--- config.mk ---
export PLATFORM = sky130hd
export DESIGN_NAME = jtframe_info_scan
export DESIGN_NICKNAME = d
export VERILOG_FILES = /design/src/rtl/jtframe_info_scan.sv
export SDC_FILE = /design/constraint.sdc
export NUM_CORES = 1
export LEC_CHECK = 0
export CAP_MARGIN = 20
export CELL_PAD_IN_SITES_DETAIL_PLACEMENT = 0
export CELL_PAD_IN_SITES_GLOBAL_PLACEMENT = 1
export CORE_UTILIZATION = 30
export DETAILED_ROUTE_END_ITERATION = 7
export PLACE_DENSITY_LB_ADDON = 0.1
export SLEW_MARGIN = 20
export SYNTH_ARGS = -nofsm -noshare
export SYNTH_HDL_FRONTEND = slang
export SYNTH_SLANG_ARGS = --single-unit
--- constraint.sdc ---
create_clock -name clk -period 11.47 [get_ports clk]
set_clock_uncertainty 0.05 [all_clocks]
set_input_delay 3.441 -clock clk [delete_from_list [all_inputs] [get_ports clk]]
set_output_delay 3.441 -clock clk [all_outputs]
set_load 0.05 [all_outputs]
--- src/rtl/jtframe_info_scan.sv ---
// Per-frame status-port scanner: walks ADDR_LIST once per LVBL falling edge,
// captures the returned bytes into a shadow buffer, commits them atomically
// into a display buffer and serves that buffer as ASCII hex characters.
module jtframe_info_scan #(
    parameter int unsigned               ENTRIES   = 8,
    parameter logic [8*ENTRIES-1:0]      ADDR_LIST = {8'h80, 8'h41, 8'h40, 8'h03,
                                                      8'h02, 8'h01, 8'h00, 8'h00},
    parameter int unsigned               LAT       = 2
) (
    input  logic       rst,
    input  logic       clk,
    input  logic       LVBL,
    input  logic       enable,
    output logic [7:0] st_addr,
    input  logic [7:0] st_dout,
    input  logic [4:0] rd_addr,
    output logic [7:0] rd_char,
    output logic       busy,
    output logic       done,
    output logic       overrun
);

    localparam int unsigned IW = (ENTRIES > 1) ? $clog2(ENTRIES) : 1;
    localparam int unsigned WW = 3;

    typedef enum logic [2:0] {
        IDLE,
        SET,
        WAIT,
        CAPT,
        COMMIT
    } state_t;

    state_t          state, state_nx;
    logic [IW-1:0]   idx, idx_nx;
    logic [WW-1:0]   wcnt, wcnt_nx;
    logic [7:0]      addr_nx;
    logic            cap, commit;
    logic            lvbl_l;
    logic            trig;
    logic [7:0]      shadow [ENTRIES];
    logic [7:0]      disp   [ENTRIES];
    logic [7:0]      sel_byte;
    logic [3:0]      nib;
    logic [7:0]      rd_char_nx;

    assign trig = ~LVBL & lvbl_l & enable;

    // State register
    always_ff @(posedge clk or posedge rst) begin
        if (rst) state <= IDLE;
        else     state <= state_nx;
    end

    // Next-state and scan-control decode
    always_comb begin
        state_nx = state;
        idx_nx   = idx;
        wcnt_nx  = wcnt;
        addr_nx  = st_addr;
        cap      = 1'b0;
        commit   = 1'b0;
        case (state)
            IDLE: begin
                if (trig) begin
                    idx_nx   = '0;
                    state_nx = SET;
                end
            end
            SET: begin
                addr_nx  = ADDR_LIST[{idx, 3'b000} +: 8];
                wcnt_nx  = WW'(LAT - 1);
                state_nx = WAIT;
            end
            WAIT: begin
                if (wcnt == '0) state_nx = CAPT;
                else            wcnt_nx  = wcnt - WW'(1);
            end
            CAPT: begin
                cap = 1'b1;
                if (idx == IW'(ENTRIES - 1)) begin
                    state_nx = COMMIT;
                end else begin
                    idx_nx   = idx + IW'(1);
                    state_nx = SET;
                end
            end
            COMMIT: begin
                commit   = 1'b1;
                state_nx = IDLE;
            end
            default: state_nx = IDLE;
        endcase
    end

    // Hex-character lookup of the committed buffer
    always_comb begin
        rd_char_nx = 8'h20;
        sel_byte   = '0;
        nib        = '0;
        if ({1'b0, rd_addr} < 6'(2 * ENTRIES)) begin
            sel_byte   = disp[rd_addr[IW:1]];
            nib        = rd_addr[0] ? sel_byte[3:0] : sel_byte[7:4];
            rd_char_nx = (nib < 4'd10) ? (8'h30 + {4'h0, nib}) : (8'h37 + {4'h0, nib});
        end
    end

    // Datapath, status flags and buffers
    always_ff @(posedge clk or posedge rst) begin
        if (rst) begin
            lvbl_l  <= 1'b0;
            idx     <= '0;
            wcnt    <= '0;
            st_addr <= '0;
            busy    <= 1'b0;
            done    <= 1'b0;
            overrun <= 1'b0;
            rd_char <= 8'h20;
            for (int i = 0; i < int'(ENTRIES); i++) begin
                shadow[i] <= '0;
                disp[i]   <= '0;
            end
        end else begin
            lvbl_l  <= LVBL;
            idx     <= idx_nx;
            wcnt    <= wcnt_nx;
            st_addr <= addr_nx;
            busy    <= (state_nx != IDLE);
            done    <= (state_nx == COMMIT);
            rd_char <= rd_char_nx;
            if (trig && (state != IDLE)) overrun <= 1'b1;
            if (cap) shadow[idx] <= st_dout;
            if (commit) begin
                for (int i = 0; i < int'(ENTRIES); i++) disp[i] <= shadow[i];
            end
        end
    end

endmodule
==> results of run 1 <==
## worst min-delay path by stage
stage                                 startpoint                      to  cells past startpoint
after CTS                 shadow[18]$_DFFE_PP0P_    disp[18]$_DFFE_PP0N_                      1
after global routing      shadow[22]$_DFFE_PP0P_  shadow[22]$_DFFE_PP0P_                      1
after detailed placement     overrun$_DFFE_PP0P_     overrun$_DFFE_PP0P_                      1
after floorplan             disp[12]$_DFFE_PP0N_    disp[12]$_DFFE_PP0N_                      1
after global placement       overrun$_DFFE_PP0P_     overrun$_DFFE_PP0P_                      1
final                     shadow[20]$_DFFE_PP0P_    disp[20]$_DFFE_PP0N_                      1
## layout make-up
class                   instances  area [um2]
fillers                      2029       13450
clock buffers                  18       439.2
inverters                       9       38.79
repair buffers                 32       310.3
well taps                     275       344.1
diodes                          1       2.502
flip-flops and latches        152        3805
multi-input cells             237        2479
clock inverters                14       151.4
## per-layer routing
metal	share of wire (%)	wire length (um)
met1	49	6518
met2	47	6334
met3	2.9	388
met4	1.2	167
met5	0	0
## worst register-to-register path, cell delays in order (launching register included)
cell	delay [ns]
sky130_fd_sc_hd__dfrtp_1	0.48
sky130_fd_sc_hd__nor2b_1	0.49
sky130_fd_sc_hd__nand2_1	0.21
sky130_fd_sc_hd__nor2_1	0.19
sky130_fd_sc_hd__nand3_1	0.59
sky130_fd_sc_hd__mux2_1	0.55
## kinds of logic after synthesis
kind of cell               Yosys count  synth area share [%]
DFF                                152                 59.31
buffers and inverters               30                 2.399
and+or+nand+nor                     43                 3.687
AOI/OAI and AO/OA                   24                 2.380
adders and majority gates            7                 1.365
xor gates and xnor gates             1                0.1366
muxes                              157                 30.66
other                                1               0.05846
## registers in the layout, summed over array words and instances, names as in the netlist
| register | flops |
|---|---|
| overrun | 1 |
| done | 1 |
| shadow | 64 |
| rd_char | 7 |
| st_addr | 4 |
| idx | 3 |
| lvbl_l | 1 |
| state | 3 |
| busy | 1 |
| wcnt | 3 |
| disp | 64 |
## cell usage after synthesis (3+ instances only)
cell type | count | area share, %
sky130_fd_sc_hd__nand2b_1 | 4 | 0.39
sky130_fd_sc_hd__mux2_2 | 18 | 3.2
sky130_fd_sc_hd__inv_1 | 6 | 0.35
sky130_fd_sc_hd__nor2_1 | 13 | 0.76
sky130_fd_sc_hd__nand3_1 | 3 | 0.23
sky130_fd_sc_hd__buf_4 | 6 | 0.70
sky130_fd_sc_hd__mux4_2 | 18 | 6.3
sky130_fd_sc_hd__nand2_1 | 5 | 0.29
sky130_fd_sc_hd__mux2i_1 | 6 | 0.94
sky130_fd_sc_hd__dfrtp_1 | 151 | 59
sky130_fd_sc_hd__ha_1 | 7 | 1.4
sky130_fd_sc_hd__nor2b_1 | 3 | 0.29
sky130_fd_sc_hd__clkbuf_1 | 5 | 0.29
sky130_fd_sc_hd__mux2_1 | 114 | 20
sky130_fd_sc_hd__and3_1 | 3 | 0.29
sky130_fd_sc_hd__buf_2 | 9 | 0.70
sky130_fd_sc_hd__o21ai_0 | 4 | 0.31
sky130_fd_sc_hd__a21oi_1 | 7 | 0.55
sky130_fd_sc_hd__inv_2 | 3 | 0.18
## power breakdown
group / internal, mW / leakage [nW] / switching [mW]
Sequential: 0.691 / 1.79 / 0.0916
Combinational: 0.177 / 1.04 / 0.183
Clock: 0.327 / 0.286 / 0.231
Total: 1.20 / 3.11 / 0.505
## metrics by stage
step / cells / cell area [um2]
6_report: 738 / 7570
5_1_grt: 737 / 7567
4_1_cts: 737 / 7572
3_5_place_dp: 705 / 6982
3_3_place_gp: 705 / 6975
2_1_floorplan: 419 / 6430
==> results.toml, run 1 <==
[status]
status = "completed"

[grt]
grt_start_max_net_pins = 80
globalRouteMet1Util_pct = 18.24
globalRouteTotalUtil_pct = 13.77
via_count_of_the_first_global_routing_pass = 3735
grt.met3_usage_pct = 3.834
grt_busiest_layer = "met2"
global_route_wire_length_before_repair_um = 22110
grtUsageMet2_pct = 21.69
grt_antenna_before_repair = 1
grt_overflow = 0

[routing]
detail_route.vias_per_cell = 4.682
drt_pre_antenna_iters = 4
drt_drc_violations_left = 0
ant_nets = 0
route.vias.total = 3455
route.final.wire_length_um = 13410
wire_length_per_cell_um = 18.17
dr.first_iter.drc_count = 118

[floorplan]
core_region_area_um2 = 21020
fp.dieH_um = 148.2
dieWidth_um = 148.2
die-area_um2 = 21970
floorplan.initialDensity_pct = 30.52
ioPinCount = 36
floorplan.rows = 53

[critical_path]
worstSetupPathType = "input pin to register"
crit_family = "multiplexers"
critPathCapture = "rd_char[1]$_DFF_PP0_"
startpoint = "rd_addr[1]"
worstPathMaxFanout = 10
r2r.worst_path.cells = 5
critPathSlowestCell = "sky130_fd_sc_hd__clkdlybuf4s50_1"
worst_setup_path_start_kind = "input pin"
rr_startpoint = "state[1]$_DFF_PP0_"
critical_path.cell_chain = "clkdlybuf4s50_1 > mux4_2 > mux4_2 > inv_1 > ha_1 > a221oi_1"
crit_path_end_kind = "register"
worst_path_most_repeated_cell = "sky130_fd_sc_hd__mux4_2"
critical_path.max_stage_delay_ns = 0.94
worst_endpoint_data_arrival_time_ns = 6.11
cp_num_cells = 6
timing.rr.end = "shadow[25]$_DFFE_PP0P_"
cp.required_ns = 11.73
cp_num_buf_inv = 2
reg2reg_slack_ns = 8.79

[timing]
setup_repair_after_global_routing_missed_its_margin = "no"
max_slew.worst_pin.slew_ns = 1.051
worst_setup_margin_ns = 5.622
finalHoldViolCount = 0
layout_min_cycle_time_ns = 5.848
drv_slew = 0
finalSetupViolCount = 0
maxSlewHeadroom_pct = 29.54
achievable-frequency_mhz = 171.0
fin_crit_sh_pct = 50.99
fin_setup_tns_ns = 0
finalHoldWorstSlack_ns = 0.4299

[final_layout]
design.final.nets = 473
layout.cells.most_common = "sky130_fd_sc_hd__dfrtp_1"
commonest_cells_after_routing_fill_and_taps_aside = "sky130_fd_sc_hd__dfrtp_1 (151), sky130_fd_sc_hd__mux2_1 (114), sky130_fd_sc_hd__clkdlybuf4s50_1 (29), sky130_fd_sc_hd__mux2_2 (18), sky130_fd_sc_hd__mux4_2 (18)"
syn2layout_area_growth_pct = 18.00
finish.utilization_pct = 36.01
final_layout_size_suffix_gt1_share_pct = 17.53

[yosys]
count_of_mapped_cells_out_of_synthesis = 415
postSynth.topFlopCell = "sky130_fd_sc_hd__dfrtp_1"
yosysSeqAreaShare_pct = 59.31
async_flop_share_pct = 100.0
synthesis.area_um2 = 6415
post_synth.cell_area_avg_um2 = 15.46
synth.yosys.warnings = 0
post_synth_num_cell_types = 43
yosys_reg_bits = 152
synth_enable_flop_cells = 0

[placed_design]
post-dp-hpwl_um = 8296
routability_cong = 0.6873
io_buffer_count = 30
worst_setup_timing_slack_at_the_placement_stage_ns = 4.951

[clock_network]
cts_resized = 0
cts_tree = "built"
cts.repair_timing.setup_buffer_count = 0
skew_pair_late_insertion_delay_ns = 0.42
numClockSinks = 152
cts_buffers = 17
cts.reportedPaths.clkPinSlew_ns = 0.07
clock-root-buffer = "sky130_fd_sc_hd__clkbuf_16"
cts_hold_buf = 0
buffers_from_clock_root_to_sink_at_most = 2
cts_max_level = 4

[worst_hold_path]
timing.hold.worst.class = "register to register"

[pwr]
power.density_cell_area_nw_per_um2 = 224.6
max-vdd-ir-drop_uv = 156.7
leakagePower_nw = 3.112
finalPower_mw = 1.700

[job]
max_cap_violations = 0
Note: power is estimated with default switching activity, not from simulation.
==> inputs of run 2 (changes only) <==
==> constraint.sdc (replaced) <==
create_clock -name clk -period 5.8 [get_ports clk]
set_clock_uncertainty 0.05 [all_clocks]
set_input_delay 1.74 -clock clk [delete_from_list [all_inputs] [get_ports clk]]
set_output_delay 1.74 -clock clk [all_outputs]
set_load 0.05 [all_outputs]
==> run 2 against run 1 <==
Net effect: wire length is 0.19% higher; sequential share of layout area rose by 0.17 points; worst setup slack worse by 4.0 ns; largest power group unchanged; die area unchanged; non-clock buffer count is 3 higher; sequential cell count unchanged; clock power grew 78%.
==> results.toml, run 2 (synthesis results as in run 1) <==
[placed_design]
postPlaceCellArea_um2 = 7018
routability_cong = 0.6966
worst_setup_timing_slack_at_the_placement_stage_ns = 1.167
io_buffer_count = 30
post-dp-hpwl_um = 8610
post-place-cells = 708

[routing]
drt_pre_antenna_iters = 4
drt_drc_violations_left = 0
route.vias.total = 3420
detail_route.vias_per_cell = 4.628
wire_length_per_cell_um = 18.18
route.final.wire_length_um = 13430
dr.first_iter.drc_count = 142
ant_nets = 0

[final_layout]
diodes = 0
design.final.nets = 476
largestRegisters = "disp x64, shadow x64, rd_char x7"
syn2layout_area_growth_pct = 17.61
commonest_cells_after_routing_fill_and_taps_aside = "sky130_fd_sc_hd__dfrtp_1 (151), sky130_fd_sc_hd__mux2_1 (114), sky130_fd_sc_hd__clkdlybuf4s50_1 (30), sky130_fd_sc_hd__mux2_2 (18), sky130_fd_sc_hd__mux4_2 (18)"
nFillCells = 1999
layout.cells.most_common = "sky130_fd_sc_hd__dfrtp_1"
final_layout_size_suffix_gt1_share_pct = 17.24
fin_cells = 739
finish.utilization_pct = 35.89
post-route-cell-area_um2 = 7545

[clock_network]
cts_buffers = 17
cts_resized = 0
clock-root-buffer = "sky130_fd_sc_hd__clkbuf_16"
cts.reportedPaths.clkPinSlew_ns = 0.06
cts_max_level = 4
skew_pair_late_insertion_delay_ns = 0.42
cts_tree = "built"
cts_hold_buf = 0
cts.repair_timing.setup_buffer_count = 0
buffers_from_clock_root_to_sink_at_most = 2
numClockSinks = 152

[timing]
finalSetupViolCount = 0
setup_repair_after_global_routing_missed_its_margin = "no"
fin_setup_tns_ns = 0
max_slew.worst_pin.slew_ns = 0.9318
maxSlewHeadroom_pct = 37.61
layout_min_cycle_time_ns = 4.142
finalHoldWorstSlack_ns = 0.4263
fin_crit_sh_pct = 71.41
drv_slew = 0
worst_setup_margin_ns = 1.658
finalHoldViolCount = 0
achievable-frequency_mhz = 241.4

[pwr]
power.density_cell_area_nw_per_um2 = 431.3
leakagePower_nw = 3.103
finalPower_mw = 3.254
max-vdd-ir-drop_uv = 169.6

[critical_path]
worstSetupPathType = "input pin to register"
rr_startpoint = "state[1]$_DFF_PP0_"
cp.required_ns = 6.05
reg2reg_slack_ns = 3.13
r2r.worst_path.cells = 5
worst_endpoint_data_arrival_time_ns = 4.39
crit_path_end_kind = "register"
timing.rr.end = "shadow[31]$_DFFE_PP0P_"
startpoint = "rd_addr[2]"
worst_setup_path_start_kind = "input pin"
critPathCapture = "rd_char[0]$_DFF_PP0_"
worstPathMaxFanout = 12

[grt]
grt_start_max_net_pins = 105
via_count_of_the_first_global_routing_pass = 3671
global_route_wire_length_before_repair_um = 22220
grt_antenna_before_repair = 1
grt_overflow = 0
globalRouteTotalUtil_pct = 13.83

[floorplan]
dieWidth_um = 148.2
fp.dieH_um = 148.2
core_region_area_um2 = 21020
floorplan.initialDensity_pct = 30.52
die-area_um2 = 21970
floorplan.rows = 53
ioPinCount = 36

[job]
max_cap_violations = 0

[worst_hold_path]
timing.hold.worst.class = "register to register"

[status]
status = "completed"
[run 2: layout make-up]
| class | count | area (um2) | area share [%] |
|---|---|---|---|
| multi-input cells | 237 | 2481 | 32.89 |
| clock inverters | 8 | 48.80 | 0.6468 |
| flip-flops and latches | 152 | 3805 | 50.43 |
| well taps | 275 | 344.1 | 4.561 |
| clock buffers | 23 | 478.0 | 6.335 |
| inverters | 9 | 37.54 | 0.4975 |
| repair buffers | 35 | 350.3 | 4.643 |
[run 2: routing by layer]
metal	GRT usage, %	part of all wire, %	vias to the layer above
li1	-	-	1580
met1	19.07	49	1793
met2	20.96	48	33
met3	2.822	2.4	12
met4	6.186	1.3	2
met5	0	0.089	-
[run 2: critical path: stages]
cell and delay [ns]:
sky130_fd_sc_hd__clkdlybuf4s50_1 1.00, sky130_fd_sc_hd__mux4_2 0.61, sky130_fd_sc_hd__mux4_2 0.56, sky130_fd_sc_hd__a21boi_1 0.18
sky130_fd_sc_hd__mux2_4 0.29
[run 2: where the power goes]
| part | switching, mW | internal [mW] | total (mW) | leakage (nW) |
|---|---|---|---|---|
| registers | 0.184 | 1.37 | 1.55 | 1.79 |
| logic | 0.360 | 0.352 | 0.712 | 1.06 |
| clock network | 0.416 | 0.575 | 0.991 | 0.259 |
| total | 0.960 | 2.29 | 3.25 | 3.10 |
[run 2: how the worst min path moves through the flow]
| stage | startpoint | end | cells after the start |
|---|---|---|---|
| after global placement | overrun$_DFFE_PP0P_ | overrun$_DFFE_PP0P_ | 1 |
| after floorplan | disp[12]$_DFFE_PP0N_ | disp[12]$_DFFE_PP0N_ | 1 |
| after global routing | shadow[1]$_DFFE_PP0P_ | shadow[1]$_DFFE_PP0P_ | 1 |
| after CTS | shadow[3]$_DFFE_PP0P_ | disp[3]$_DFFE_PP0N_ | 1 |
| final | shadow[15]$_DFFE_PP0P_ | disp[15]$_DFFE_PP0N_ | 1 |
| after detailed placement | overrun$_DFFE_PP0P_ | overrun$_DFFE_PP0P_ | 1 |
